===== src/rtl/sdram_req_arbiter_if.sv =====
`default_nettype none
// +----------------------------------------------------------------------+
// | sdram_req_arbiter_if                                                 |
// | Client-side byte bus plus toggle-handshake SDRAM bus for the arbiter.|
// | slave = arbiter; master = clients and SDRAM controller together.     |
// | Rev 1.0                                                              |
// +----------------------------------------------------------------------+
interface sdram_req_arbiter_if #(
  parameter int NPORTS = 2,
  parameter int AW     = 16
);
  logic [NPORTS-1:0]    cl_cs;
  logic [NPORTS-1:0]    cl_oe;
  logic [NPORTS-1:0]    cl_we;
  logic [NPORTS*AW-1:0] cl_a;
  logic [NPORTS*8-1:0]  cl_d;
  logic [NPORTS*8-1:0]  cl_q;
  logic [NPORTS-1:0]    cl_valid;
  logic [NPORTS-1:0]    cl_busy;
  logic [NPORTS-1:0]    cl_ovr;
  logic                 sd_req;
  logic                 sd_ack;
  logic [AW-1:0]        sd_a;
  logic                 sd_we;
  logic [1:0]           sd_ds;
  logic [15:0]          sd_d;
  logic [15:0]          sd_q;
  logic                 sd_err;

  modport master (
    output cl_cs, cl_oe, cl_we, cl_a, cl_d, sd_ack, sd_q,
    input  cl_q, cl_valid, cl_busy, cl_ovr, sd_req, sd_a, sd_we, sd_ds, sd_d, sd_err
  );

  modport slave (
    input  cl_cs, cl_oe, cl_we, cl_a, cl_d, sd_ack, sd_q,
    output cl_q, cl_valid, cl_busy, cl_ovr, sd_req, sd_a, sd_we, sd_ds, sd_d, sd_err
  );
endinterface
`default_nettype wire


===== src/rtl/sdram_req_arbiter.sv =====
`default_nettype none
// +----------------------------------------------------------------------+
// | sdram_req_arbiter                                                    |
// | Round-robin arbiter from NPORTS byte clients onto a toggle-handshake |
// | SDRAM port. Optional ack timeout enabled by SDRAM_ARB_TIMEOUT_EN.    |
// | Rev 1.0                                                              |
// +----------------------------------------------------------------------+
module sdram_req_arbiter #(
  parameter int NPORTS = 2,
  parameter int AW     = 16,
  parameter int TMO    = 255
) (
  input  logic               clk_sys,
  input  logic               reset_n,
  sdram_req_arbiter_if.slave bus
);
  localparam int GW = (NPORTS > 1) ? $clog2(NPORTS) : 1;
  localparam logic [1:0] c_sync = 2'd0;
  localparam logic [1:0] c_idle = 2'd1;
  localparam logic [1:0] c_wait = 2'd2;

  logic [1:0]           r_state, w_state_nxt;
  logic [NPORTS-1:0]    r_rd_prev, r_wr_prev, r_pend, r_pwe, r_infl, r_ovr, r_valid;
  logic [NPORTS*AW-1:0] r_a_prev, r_pa;
  logic [NPORTS*8-1:0]  r_pd, r_q;
  logic [GW-1:0]        r_last_grant, r_cur;
  logic                 r_sd_req, r_sd_we;
  logic [AW-1:0]        r_sd_a;
  logic [1:0]           r_sd_ds;
  logic [15:0]          r_sd_d;

  logic [NPORTS-1:0]    w_rd_all, w_wr_all, w_trig, w_trig_wr, w_issue_oh, w_fin_oh;
  logic [NPORTS-1:0]    w_pend_nxt, w_pwe_nxt, w_infl_nxt, w_ovr_nxt;
  logic [NPORTS*AW-1:0] w_pa_nxt;
  logic [NPORTS*8-1:0]  w_pd_nxt, w_q_nxt;
  logic                 w_ack_match, w_found, w_issue, w_done, w_tmo;
  logic [GW-1:0]        w_grant;
  logic [GW:0]          w_sum;
  logic [7:0]           w_rdata;
  logic [AW-1:0]        w_sel_a;
  logic [7:0]           w_sel_d;
  logic                 w_sel_we;

  assign w_ack_match = (bus.sd_ack == r_sd_req);

  // Search from last_grant+1 wrapping at NPORTS; the first pending slot wins.
  always_comb begin
    w_found = 1'b0;
    w_grant = r_last_grant;
    w_sum   = '0;
    for (int k = 1; k <= NPORTS; k++) begin
      w_sum = {1'b0, r_last_grant} + (GW+1)'(k);
      if (w_sum >= (GW+1)'(NPORTS))
        w_sum = w_sum - (GW+1)'(NPORTS);
      if (!w_found && r_pend[w_sum[GW-1:0]]) begin
        w_found = 1'b1;
        w_grant = w_sum[GW-1:0];
      end
    end
  end

  assign w_sel_a  = r_pa[w_grant*AW +: AW];
  assign w_sel_d  = r_pd[w_grant*8 +: 8];
  assign w_sel_we = r_pwe[w_grant];

  always_ff @(posedge clk_sys or negedge reset_n) begin
    if (!reset_n) r_state <= c_sync;
    else          r_state <= w_state_nxt;
  end

  always_comb begin
    w_state_nxt = r_state;
    case (r_state)
      c_sync:  if (w_ack_match) w_state_nxt = c_idle;
      c_idle:  if (w_found) w_state_nxt = c_wait;
      c_wait: begin
        if (w_ack_match)  w_state_nxt = c_idle;
        else if (w_tmo)   w_state_nxt = c_sync;
      end
      default: w_state_nxt = c_sync;
    endcase
  end

  always_comb begin
    w_issue = 1'b0;
    w_done  = 1'b0;
    case (r_state)
      c_idle:  w_issue = w_found;
      c_wait:  w_done  = w_ack_match;
      default: ;
    endcase
  end

`ifdef SDRAM_ARB_TIMEOUT_EN
  localparam logic [7:0] c_tmo_last = 8'(TMO - 1);
  logic [7:0] r_tmo_cnt;
  logic       r_sd_err;

  always_ff @(posedge clk_sys or negedge reset_n) begin
    if (!reset_n) begin
      r_tmo_cnt <= '0;
      r_sd_err  <= 1'b0;
    end else begin
      if (w_issue)               r_tmo_cnt <= '0;
      else if (r_state == c_wait) r_tmo_cnt <= r_tmo_cnt + 8'd1;
      if (w_tmo)                 r_sd_err  <= 1'b1;
    end
  end

  assign w_tmo      = (r_state == c_wait) && !w_ack_match && (r_tmo_cnt == c_tmo_last);
  assign bus.sd_err = r_sd_err;
`else
  assign w_tmo      = 1'b0;
  assign bus.sd_err = 1'b0;
`endif

  assign w_issue_oh = w_issue ? (NPORTS'(1) << w_grant) : '0;
  assign w_fin_oh   = (w_done | w_tmo) ? (NPORTS'(1) << r_cur) : '0;
  // A timed-out read returns FF so the client never sees stale data as fresh.
  assign w_rdata    = w_tmo ? 8'hFF : (r_sd_a[0] ? bus.sd_q[15:8] : bus.sd_q[7:0]);

  for (genvar i = 0; i < NPORTS; i++) begin : g_port
    logic w_a_chg, w_trig_rd, w_hold;
    assign w_rd_all[i]  = bus.cl_cs[i] & bus.cl_oe[i];
    assign w_wr_all[i]  = bus.cl_cs[i] & bus.cl_we[i];
    assign w_a_chg      = bus.cl_a[i*AW +: AW] != r_a_prev[i*AW +: AW];
    assign w_trig_rd    = w_rd_all[i] & (~r_rd_prev[i] | w_a_chg);
    assign w_trig_wr[i] = w_wr_all[i] & ~r_wr_prev[i];
    assign w_trig[i]    = w_trig_rd | w_trig_wr[i];
    // Slot still waiting after this edge (not being issued right now).
    assign w_hold       = r_pend[i] & ~w_issue_oh[i];

    assign w_pend_nxt[i]        = w_trig[i] | w_hold;
    assign w_ovr_nxt[i]         = r_ovr[i] | (w_trig[i] & w_hold);
    assign w_pwe_nxt[i]         = w_trig[i] ? w_trig_wr[i] : r_pwe[i];
    assign w_pa_nxt[i*AW +: AW] = w_trig[i] ? bus.cl_a[i*AW +: AW] : r_pa[i*AW +: AW];
    assign w_pd_nxt[i*8 +: 8]   = w_trig[i] ? bus.cl_d[i*8 +: 8] : r_pd[i*8 +: 8];
    assign w_infl_nxt[i]        = w_issue_oh[i] | (r_infl[i] & ~w_fin_oh[i]);
    assign w_q_nxt[i*8 +: 8]    = (w_fin_oh[i] & ~r_sd_we) ? w_rdata : r_q[i*8 +: 8];
  end

  always_ff @(posedge clk_sys or negedge reset_n) begin
    if (!reset_n) begin
      r_rd_prev    <= '0;
      r_wr_prev    <= '0;
      r_a_prev     <= '0;
      r_pend       <= '0;
      r_pwe        <= '0;
      r_pa         <= '0;
      r_pd         <= '0;
      r_infl       <= '0;
      r_ovr        <= '0;
      r_valid      <= '0;
      r_q          <= '0;
      r_sd_req     <= 1'b0;
      r_sd_we      <= 1'b0;
      r_sd_a       <= '0;
      r_sd_ds      <= 2'b00;
      r_sd_d       <= 16'h0000;
      r_cur        <= '0;
      r_last_grant <= GW'(NPORTS - 1);
    end else begin
      r_rd_prev <= w_rd_all;
      r_wr_prev <= w_wr_all;
      r_a_prev  <= bus.cl_a;
      r_pend    <= w_pend_nxt;
      r_pwe     <= w_pwe_nxt;
      r_pa      <= w_pa_nxt;
      r_pd      <= w_pd_nxt;
      r_infl    <= w_infl_nxt;
      r_ovr     <= w_ovr_nxt;
      r_valid   <= w_fin_oh;
      r_q       <= w_q_nxt;
      if (w_issue) begin
        r_sd_req     <= ~r_sd_req;
        r_sd_a       <= w_sel_a;
        r_sd_we      <= w_sel_we;
        r_sd_ds      <= w_sel_we ? (w_sel_a[0] ? 2'b10 : 2'b01) : 2'b11;
        r_sd_d       <= {w_sel_d, w_sel_d};
        r_cur        <= w_grant;
        r_last_grant <= w_grant;
      end
    end
  end

  assign bus.cl_q     = r_q;
  assign bus.cl_valid = r_valid;
  assign bus.cl_busy  = r_pend | r_infl;
  assign bus.cl_ovr   = r_ovr;
  assign bus.sd_req   = r_sd_req;
  assign bus.sd_a     = r_sd_a;
  assign bus.sd_we    = r_sd_we;
  assign bus.sd_ds    = r_sd_ds;
  assign bus.sd_d     = r_sd_d;
endmodule
`default_nettype wire

===== src/flat_wrapper.sv =====
// flat-port wrapper written by rule: the top's interface ports become plain ports
module sdram_req_arbiter_flat 
#(
  parameter int NPORTS = 2,
  parameter int AW     = 16,
  parameter int TMO    = 255
)
  (clk_sys, reset_n, bus_cl_cs, bus_cl_oe, bus_cl_we, bus_cl_a, bus_cl_d, bus_sd_ack, bus_sd_q, bus_cl_q, bus_cl_valid, bus_cl_busy, bus_cl_ovr, bus_sd_req, bus_sd_a, bus_sd_we, bus_sd_ds, bus_sd_d, bus_sd_err);
  sdram_req_arbiter_if #(.NPORTS(NPORTS), .AW(AW)) bus_i ();
  input  logic clk_sys;
  input  logic reset_n;
  input wire logic [$bits(bus_i.cl_cs)-1:0] bus_cl_cs;
  input wire logic [$bits(bus_i.cl_oe)-1:0] bus_cl_oe;
  input wire logic [$bits(bus_i.cl_we)-1:0] bus_cl_we;
  input wire logic [$bits(bus_i.cl_a)-1:0] bus_cl_a;
  input wire logic [$bits(bus_i.cl_d)-1:0] bus_cl_d;
  input wire logic [$bits(bus_i.sd_ack)-1:0] bus_sd_ack;
  input wire logic [$bits(bus_i.sd_q)-1:0] bus_sd_q;
  output wire logic [$bits(bus_i.cl_q)-1:0] bus_cl_q;
  output wire logic [$bits(bus_i.cl_valid)-1:0] bus_cl_valid;
  output wire logic [$bits(bus_i.cl_busy)-1:0] bus_cl_busy;
  output wire logic [$bits(bus_i.cl_ovr)-1:0] bus_cl_ovr;
  output wire logic [$bits(bus_i.sd_req)-1:0] bus_sd_req;
  output wire logic [$bits(bus_i.sd_a)-1:0] bus_sd_a;
  output wire logic [$bits(bus_i.sd_we)-1:0] bus_sd_we;
  output wire logic [$bits(bus_i.sd_ds)-1:0] bus_sd_ds;
  output wire logic [$bits(bus_i.sd_d)-1:0] bus_sd_d;
  output wire logic [$bits(bus_i.sd_err)-1:0] bus_sd_err;
  assign bus_i.cl_cs = bus_cl_cs;
  assign bus_i.cl_oe = bus_cl_oe;
  assign bus_i.cl_we = bus_cl_we;
  assign bus_i.cl_a = bus_cl_a;
  assign bus_i.cl_d = bus_cl_d;
  assign bus_i.sd_ack = bus_sd_ack;
  assign bus_i.sd_q = bus_sd_q;
  assign bus_cl_q = bus_i.cl_q;
  assign bus_cl_valid = bus_i.cl_valid;
  assign bus_cl_busy = bus_i.cl_busy;
  assign bus_cl_ovr = bus_i.cl_ovr;
  assign bus_sd_req = bus_i.sd_req;
  assign bus_sd_a = bus_i.sd_a;
  assign bus_sd_we = bus_i.sd_we;
  assign bus_sd_ds = bus_i.sd_ds;
  assign bus_sd_d = bus_i.sd_d;
  assign bus_sd_err = bus_i.sd_err;
  sdram_req_arbiter #(.NPORTS(NPORTS), .AW(AW), .TMO(TMO)) u_core (.clk_sys(clk_sys), .reset_n(reset_n), .bus(bus_i));
endmodule

===== config.mk =====
export PLATFORM = sky130hd
export DESIGN_NAME = sdram_req_arbiter_flat
export DESIGN_NICKNAME = d
export VERILOG_FILES = /design/src/rtl/sdram_req_arbiter_if.sv /design/src/rtl/sdram_req_arbiter.sv /design/src/flat_wrapper.sv
export SDC_FILE = /design/constraint.sdc
export NUM_CORES = 1
export LEC_CHECK = 0
export BUFFER_PORTS_ARGS = -buffer_cell sky130_fd_sc_hd__buf_2
export CAP_MARGIN = 20
export CELL_PAD_IN_SITES_DETAIL_PLACEMENT = 2
export CELL_PAD_IN_SITES_GLOBAL_PLACEMENT = 2
export CORE_MARGIN = 4
export CORE_UTILIZATION = 38
export DETAILED_ROUTE_END_ITERATION = 8
export PLACE_DENSITY = 0.9
export SYNTH_ARGS = -nofsm -noshare
export SYNTH_HDL_FRONTEND = slang
export SYNTH_SLANG_ARGS = --single-unit

===== constraint.sdc =====
create_clock -name clk_sys -period 4.5 [get_ports clk_sys]
set_input_delay 0.225 -clock clk_sys [delete_from_list [all_inputs] [get_ports clk_sys]]
set_output_delay 0.225 -clock clk_sys [all_outputs]
set_load 0.02 [all_outputs]

Yosys cells after proc, flatten, opt, wreduce, memory -nomap -nowiden
Index checks and enable logic that the tools add are counted.
- reductions and logical operators: 5
- order comparisons: 5
- bitwise gates (word level): 37
- shifts and indexed selects: 4
- add/subtract/negate cells: 4
- mux-type cells: 22
- equality and inequality tests: 7
- operators with widths (cell ; count):
    $ne 16x16->1 ; 2
    $shiftx 32x6->16 ; 1
    $and 1x1->1 ; 16
    $shiftx 16x5->8 ; 1
    $mux 1 ; 14
    $mux 2 ; 6
    $not 1->1 ; 10
    $or 1x1->1 ; 10
    $mux 8 ; 1
    $lt 1x2->1 const B ; 3
    $ge 2x2->1 const B ; 2
    $ne 2x1->1 const B ; 2
    $pmux 2 s2 ; 1
    $shl 1x1->2 const A ; 2
    $add 1x1->2 const B ; 1
    $add 1x2->2 const B ; 1
    $eq 2x1->1 const B ; 1
    $eq 2x2->1 const B ; 1
    $logic_not 2->1 ; 1
    $or 2x2->2 ; 1
    $reduce_and 2->1 ; 1
    $reduce_or 2->1 ; 1
    $sub 1x1->1 const B ; 2
    $eq 1x1->1 ; 1
    2 further kinds ; 2
- output and inout port bits: 59
- word-level logic and storage cells: 107
- register bits after elaboration: 150
- input port bits: 73

Depth between registers and ports, before layout
Gate-level depths: netlist of run 1.
- word-level depth: 15
- depth in mapped cells: 7
- mapped depth without buffers: 5

Least setup slack after synthesis of run 1
Ideal clock, no wire load.
- path type: flip-flop to flip-flop
- start: reg u_core.r_sd_req (netlist: u_core.bus.sd_req)
- end: reg u_core.r_q[0] (netlist: u_core.bus.cl_q[0])
- setup slack: 2739 ps
- library setup time: 125 ps
- data arrival time: 1637 ps
- cell stages (with the launch flop): 5
- path buffers: 0
- data required time: 4375 ps
- clock period less this slack: 1761 ps
- path through: dfrtp_1 > xor2_1 > or3_1 > nor2_4 > mux2_2
- longest elaborated chain between the ends: 4
- RTL lines (what ; RTL line ; text):
    start: declaration ; sdram_req_arbiter.sv:27 ; logic r_sd_req, r_sd_we;
    start signal: assignment ; sdram_req_arbiter.sv:175 ; r_sd_req <= ~r_sd_req;
    $eq 1x1->1 ; sdram_req_arbiter.sv:44 ; assign w_ack_match = (bus.sd_ack == r_sd_req);
    $mux 1 ; sdram_req_arbiter.sv:87 ; case (r_state)
    $mux 2 ; sdram_req_arbiter.sv:118 ; assign w_fin_oh = (w_done | w_tmo) ? (NPORTS'(1) << r_cur) : '0;
    $and 1x1->1 ; sdram_req_arbiter.sv:139 ; assign w_q_nxt[i*8 +: 8] = (w_fin_oh[i] & ~r_sd_we) ? w_rdata : r_q[i*8 +: 8];
    end signal: assignment ; sdram_req_arbiter.sv:173 ; r_q <= w_q_nxt;
    end: declaration ; sdram_req_arbiter.sv:25 ; logic [NPORTS*8-1:0] r_pd, r_q;
Every way passes these cells.
A chain may end at the register's enable or synchronous reset.

Worst setup path in the final report of run 1
- start: in bus_cl_cs[1]
- end: reg u_core.r_pa[21]
- longest elaborated chain between the ends: 3
- elaborated cells between the ends (all ways): 5
- classes of those cells: 5 x bitwise
- RTL lines (what ; RTL line ; text):
    start: declaration ; flat_wrapper.sv:12 ; input wire logic [$bits(bus_i.cl_cs)-1:0] bus_cl_cs;
    $and 1x1->1, on equally long branches ; sdram_req_arbiter.sv:124, sdram_req_arbiter.sv:125 ;
    $and 1x1->1, on equally long branches ; sdram_req_arbiter.sv:127, sdram_req_arbiter.sv:128 ;
    $or 1x1->1 * ; sdram_req_arbiter.sv:129 ; assign w_trig[i] = w_trig_rd | w_trig_wr[i];
    end signal: assignment ; sdram_req_arbiter.sv:168 ; r_pa <= w_pa_nxt;
    end: declaration ; sdram_req_arbiter.sv:24 ; logic [NPORTS*AW-1:0] r_a_prev, r_pa;
Mark *: on every way between the ends. The rest lies on a longest branch, timed or not.

==> impl_results.md, run 1 <==
* Status: completed
* CTS H-tree lvls at 4
* Layout cells sized above 1 at 0.2589
* Syn Inst Count at between 700 and 800
* Worst-Skew Late Latency at approximately 0.44 ns
* Synth Register Bits at approximately 140
* HP Class: in2reg
* Drt via density at between 6 and 7
* Sw frac at 0.3956
* Vias at about 6700
* Commonest non-fill, non-tap cells in the layout: 141 x dfrtp_1, 129 x buf_2, 107 x nand2_1
* Hold Violations, Final at 0
* 1st-pass router iterations at 5
* Synth warnings at 0
* RSZ-0062 raised after global routing: no
* Clock Power Share at 0.272
* First-pass GRT wire length at approximately 46000 um
* Tot Pwr at between 5 and 6 mW
* Core area at about 19000 um2
* Setup tns final at 0 ns
* Filler cell count at slightly below 2000
* Area of the mapped netlist at a little over 7000 um2
* Port buffer count at 130
* Dpl hpwl at around 16000 um
* Max-slew headroom at 0.3154
* Antenna-violating nets left at 0
* Hold-fix buffers at CTS at 33
* Register share of total power at 0.379
* Nets at roughly 900
* Post-Synthesis Mean Instance Area at 10.21 um2
* CTS resizes at 0
* CTS tree: done
* Post-Syn Nets at around 780
* CTS clock-pin slew for the worst setup and hold paths at about 0.060 ns
* Startpoint Class: input port
* Die width at approximately 150 um
* Commonest register cell after synthesis: dfrtp_1
* Top-Level Pins at approximately 130
* Vias in the first global route at ~7400
* Reg2Reg Depth at 6
* Die area at 21160 um2
* Diode count at 0
* Final setup violating endpoints at 0
* Leak Pwr at between 4 and 5 nW
* Initial antenna violation count at 1
* # Post-CTS Setup Buffers at 0
* Sequential fraction of the synthesis area at 0.4951
* Internal Power at about 3.1 mW
* Register area at approximately 3600 um2
* CP endpoint kind: flip-flop
* Routability cong. at ~0.77
* Remaining DRCs at 0
* Rows at 50
* Synth cell types at 45
* Gate power share at 0.350
* Crit path kind: in2reg
* VDD IR max at about 0.3 mV
* DR iter-0 viols at about 530
* EDFF count, synth at 0
* Area of the multi-input gates at approximately 3300 um2
* Min cycle time layout at 2.581 ns
* Maximum clock rate at 387.5 MHz
* Sw Pwr at approximately 2.0 mW
* Post-synth ARST share at 1.000
* Hold path cells at 2
* GRT overflow at 0
* P&R area growth vs syn at 23.34%
* WP data required at about 4.8 ns
* Clk_skew at between 0.01 and 0.015 ns
* Tot GR Track Use at 0.2780
* Power per cell area at ~570 nW/um2
* Commonest non-fill, non-tap cell in the layout: dfrtp_1
* CP arrival at 2.87 ns
* Drt wl/cell at approximately 28 um
* Worst-path fanout max at 26
* Cts bufs inserted at 17
* Fin util at 0.4750
* Max Cap Violations at 0
* WL final at 29740 um
* Final hold slack at about 0.044 ns
* Pin count of the biggest net entering global routing at 111
* Die Ht at ~150 um
* Final period util at 0.5735
* Worst Tran Pin Value at roughly 1.0 ns
* Initial Util at 0.3851
* Max-slew violation count at 0
* CTS Root Cell: clkbuf_16
* Max Buffers Root-to-Sink at 2
* Num Clock Sinks at roughly 140
## stage by stage
stage               setup slack, ns  cells  area, um2
floorplan                     2.739    703       7179
global placement              1.790   1010       7868
detailed placement            1.666   1012       7910
CTS                           1.933   1076       8777
global route                  1.727   1080       8855
finish                        1.919   1080       8855
## cells in the mapped netlist, types with 10 or more instances
| library cell | instances | area, um2 |
|---|---|---|
| o211ai_1 | 24 | 180.2 |
| mux2i_1 | 26 | 260.3 |
| xnor2_1 | 22 | 192.7 |
| nand4_1 | 51 | 319.1 |
| a221oi_2 | 11 | 165.2 |
| a221oi_1 | 13 | 113.9 |
| buf_2 | 10 | 50.05 |
| and3_1 | 51 | 319.1 |
| nand3_1 | 51 | 255.2 |
| o211a_1 | 23 | 230.2 |
| xor2_1 | 12 | 105.1 |
| mux2_2 | 24 | 270.3 |
| nand2_1 | 107 | 401.6 |
| buf_4 | 15 | 112.6 |
| dfrtp_1 | 141 | 3528 |
| o21ai_0 | 28 | 140.1 |
| clkbuf_1 | 33 | 123.9 |
## state kept, by name (all words and copies together), names as in the netlist, 8 cells and up
name,cells
u_core.bus.cl_q,16
u_core.bus.sd_a,16
u_core.bus.sd_d,8
u_core.r_a_prev,32
u_core.r_pa,32
u_core.r_pd,16
## power groups by stage
stage | logic [mW] | clock network, mW | registers, mW
2_1_floorplan | 0.906 | 0 | 2.03
3_3_place_gp | 1.52 | 0 | 1.86
3_5_place_dp | 1.63 | 0 | 1.90
4_1_cts | 1.69 | 1.36 | 1.89
5_1_grt | 1.89 | 1.44 | 1.94
6_report | 1.76 | 1.37 | 1.91
## cell type report
class,instances,area share
clock inverter,6,0.006924
tap,234,0.03306
multi-input combinational,489,0.3701
inverter,7,0.002967
clock buffer,25,0.05370
timing repair buffer,177,0.1318
sequential,142,0.4014
## metal layers
metal / vias up / global-route usage / wire, um
met5: - / 0 / 13
met2: 287 / 0.4894 / 15340
met3: 91 / 0.05481 / 1409
met1: 3473 / 0.3273 / 11730
met4: 2 / 0.1296 / 1240
li1: 2835 / - / -
## critical path, stage by stage
cell      delay, ns
buf_2          0.11
nand2_1        0.74
clkinv_1       1.03
nand2_1        0.42
o211a_1        0.22
o211ai_1       0.11
## worst paths after layout
check	start	endpoint	slack, ns
worst max-delay path	bus_cl_cs[1]	u_core.r_pa[21]	1.92
worst min-delay path	bus_cl_we[1]	u_core.r_wr_prev[1]	0.04
worst max register to register	u_core.r_a_prev[2]	u_core.r_pd[5]	1.97
worst min register to register	u_core.r_infl[1]	u_core.r_infl[1]	0.48
max in group asynchronous	reset_n	u_core.r_wr_prev[0]	3.07
min in group asynchronous	reset_n	u_core.r_infl[0]	0.18
## cells by family after synthesis
logic type	share of synthesized area
simple gates	0.2063
flops	0.4951
compound gates	0.1312
buf+inv	0.05141
mux	0.07389
xor+xnor	0.04148
other cells	0.0005223
No activity file was read; power rests on OpenSTA's default activity.
==> run 2: changes to the inputs <==
- CORE_UTILIZATION: 38 -> 32
- PLACE_DENSITY: 0.9 -> 0.82
- clock period: 4.5 -> 2.1 ns (I/O delays scaled with it)
==> run 2 against run 1 <==
  * Critical path depth up 2
  * Combinational power up 100%
  * Cell area up 4.1%
  * Largest power group unchanged
  * Total power up 110%
  * Critical path type unchanged
==> impl_results.md, run 2 (synthesized netlist as in run 1, its figures left out) <==
* Routability cong. at 0.7734 (+0.68%)
* Power per cell area at 1164 nW/um2 (+100%)
* Regs by FF count: u_core.r_a_prev (32), u_core.r_pa (32)
* Final period util at 0.9226
* Register area at 3555 um2 (unchanged)
* Min cycle time layout at roughly 1.9 ns
* CP arrival at 2.22 ns (-0.65 ns)
* Antenna-violating nets left at 0 (unchanged)
* HP Class: in2reg
* Port buffer count at 130 (unchanged)
* Die Ht at 157.8 um (+8.5%)
* VDD IR max at 0.5166 mV (+76%)
* GRT overflow at 0 (unchanged)
* 1st-pass router iterations at 5 (unchanged)
* Dpl hpwl at 16170 um (-1.3%)
* Max-slew headroom at 0.6362 (+0.3208)
* Vias at 6277 (-6.1%)
* Maximum clock rate at 516.1 MHz
* Fin cells at 1152 (+6.7%)
* Max-slew violation count at 0 (unchanged)
* Num Clock Sinks at 142 (unchanged)
* Max Buffers Root-to-Sink at 2 (unchanged)
* Cell Chain, Critical Path: dlygate4sd3_1 -> buf_2 -> xnor2_1 -> nand4_1 -> or2_1 -> buf_4 -> a221oi_1 -> nand3_1
* CTS clock-pin slew for the worst setup and hold paths at 0.06 ns (about the same)
* Leak Pwr at 4.214 nW (+3.2%)
* Sw frac at 0.3757 (-0.01992)
* Drt wl/cell at 20.99 um (-24%)
* Clk_skew at 0.008027 ns (-0.005243 ns)
* Initial Util at 0.3270 (-0.05815)
* Remaining DRCs at 0 (unchanged)
* Final hold slack at 0.03553 ns (-0.008601 ns)
* Die area at 24900 um2 (+18%)
* CP endpoint kind: flip-flop
* Worst-path fanout max at 24 (-7.7%)
* Drt via density at 5.449 (-12%)
* Hold Violations, Final at 0 (unchanged)
* P&R area growth vs syn at 28.41%
* Cts bufs inserted at 17 (unchanged)
* # Post-CTS Setup Buffers at 0 (unchanged)
* Setup Slack @ Placement at 0.1839 ns (-1.482 ns)
* Rows at 54 (+8.0%)
* Pin count of the biggest net entering global routing at 54 (-51%)
* Post-Layout Inst Area at 9219 um2 (+4.1%)
* Placed Cells at 1071 (+5.8%)
* Max Cap Violations at 0 (unchanged)
* Sw Pwr at 4.030 mW (+100%)
* Core area at 21960 um2 (+18%)
* Die width at 157.8 um (+8.5%)
* First-pass GRT wire length at 38380 um (-16%)
* Nets at 932 (+2.8%)
* CTS tree: done
* Filler cell count at 2303 (+19%)
* Commonest non-fill, non-tap cell in the layout: dfrtp_1
* Initial antenna violation count at 0 (-1)
* Final setup violating endpoints at 0 (unchanged)
* CP peak stage delay at 0.56 ns (-0.47 ns)
* CTS Root Cell: clkbuf_16
* Layout cells sized above 1 at 0.2706 (+0.01178)
* DR iter-0 viols at 376 (-29%)
* Tot GR Track Use at 0.1955 (-0.08244)
* RSZ-0062 raised after global routing: no
* Clock Power Share at 0.289 (+0.017)
* CP max-delay cell: dlygate4sd3_1
* CTS H-tree lvls at 4 (unchanged)
* Startpoint Class: input port
* WP data required at 2.39 ns (-2.40 ns)
* Area of the multi-input gates at 3279 um2 (about the same)
* Internal Power at 6.697 mW (+120%)
* Status: completed
* Vias in the first global route at 6873 (-7.5%)
* Top-Level Pins at 132 (unchanged)
* Worst Tran Pin Value at 0.5457 ns (-0.4787 ns)
* Worst-Skew Late Latency at 0.42 ns (-0.02 ns)
* Final worst slack at 0.1625 ns (-1.757 ns)
* Setup tns final at 0 ns (unchanged)
* Register share of total power at 0.376 (-0.003)
* Diode count at 0 (unchanged)
* Dpl cell area at 8128 um2 (+2.8%)
* WL final at 24180 um (-19%)
* Commonest non-fill, non-tap cells in the layout: 141 x dfrtp_1, 129 x buf_2, 107 x nand2_1
* Crit path kind: in2reg
* Gate power share at 0.336 (-0.014)
-- run 2: cell types whose count changed in the layout (fill, tap and decap cells not counted), sizes merged --
cell,previous run,this run
inv,6,9
dlygate4sd3,33,49
clkbuf,25,18
clkinvlp,1,5
buf,144,153
bufinv,1,2
-- run 2: area by class of cell --
cell class	count	area share
inverter	7	0.002850
clock inverter	14	0.01751
timing repair buffer	202	0.1527
clock buffer	18	0.04764
multi-input combinational	489	0.3557
tap	280	0.03800
sequential	142	0.3856
-- run 2: through the flow --
| step | power [mW] | utilization |
|---|---|---|
| 2_1_floorplan | 6.291 | - |
| 3_3_place_gp | 7.421 | 0.3701 |
| 3_5_place_dp | 7.633 | 0.3701 |
| 4_1_cts | 10.87 | 0.4198 |
| 5_1_grt | 11.38 | 0.4198 |
| 6_report | 10.73 | 0.4198 |
-- run 2: power by group through the flow --
stage | Sequential (mW) | Clock, mW | Combinational, mW
final | 4.03 | 3.10 | 3.60
after global routing | 4.12 | 3.31 | 3.95
after CTS | 4.05 | 3.17 | 3.65
after detailed placement | 4.08 | 0 | 3.55
after global placement | 4.04 | 0 | 3.38
after floorplan | 4.35 | 0 | 1.94
-- run 2: critical path, delay by kind of cell --
kind / cells / cell delay (ns)
AOI/OAI and AO/OA: 1 / 0.37
xor gates and xnor gates: 1 / 0.16
buffers and inverters: 3 / 0.99
and+or+nand+nor: 3 / 0.59
-- run 2: routing by layer --
metal  up-vias  share of wire  GRT usage
met2       154           0.50     0.3425
met4         0          0.010    0.04220
met3        14          0.042    0.03308
met1      3233           0.44     0.2543
li1       2876              -          -
met5         -              0          0
-- run 2: path summary, 6_finish.rpt --
| kind | slack [ns] | end | startpoint | cells past startpoint |
|---|---|---|---|---|
| worst max-delay path | 0.16 | u_core.r_pd[3] | bus_cl_a[4] | 8 |
| worst min-delay path | 0.04 | u_core.r_pd[8] | bus_cl_d[8] | 3 |
| worst max register to register | 0.17 | u_core.r_pd[3] | u_core.r_a_prev[1] | 6 |
| worst min register to register | 0.49 | u_core.r_infl[1] | u_core.r_infl[1] | 1 |
| max in group asynchronous | 1.18 | u_core.bus.sd_a[9] | reset_n | 3 |
| min in group asynchronous | 0.22 | u_core.r_infl[0] | reset_n | 2 |
-- run 2: timing repair --
item	CTS	global route
endpoints found under the hold margin	104	0
gates resized for setup	0	0
hold buffers	49	0
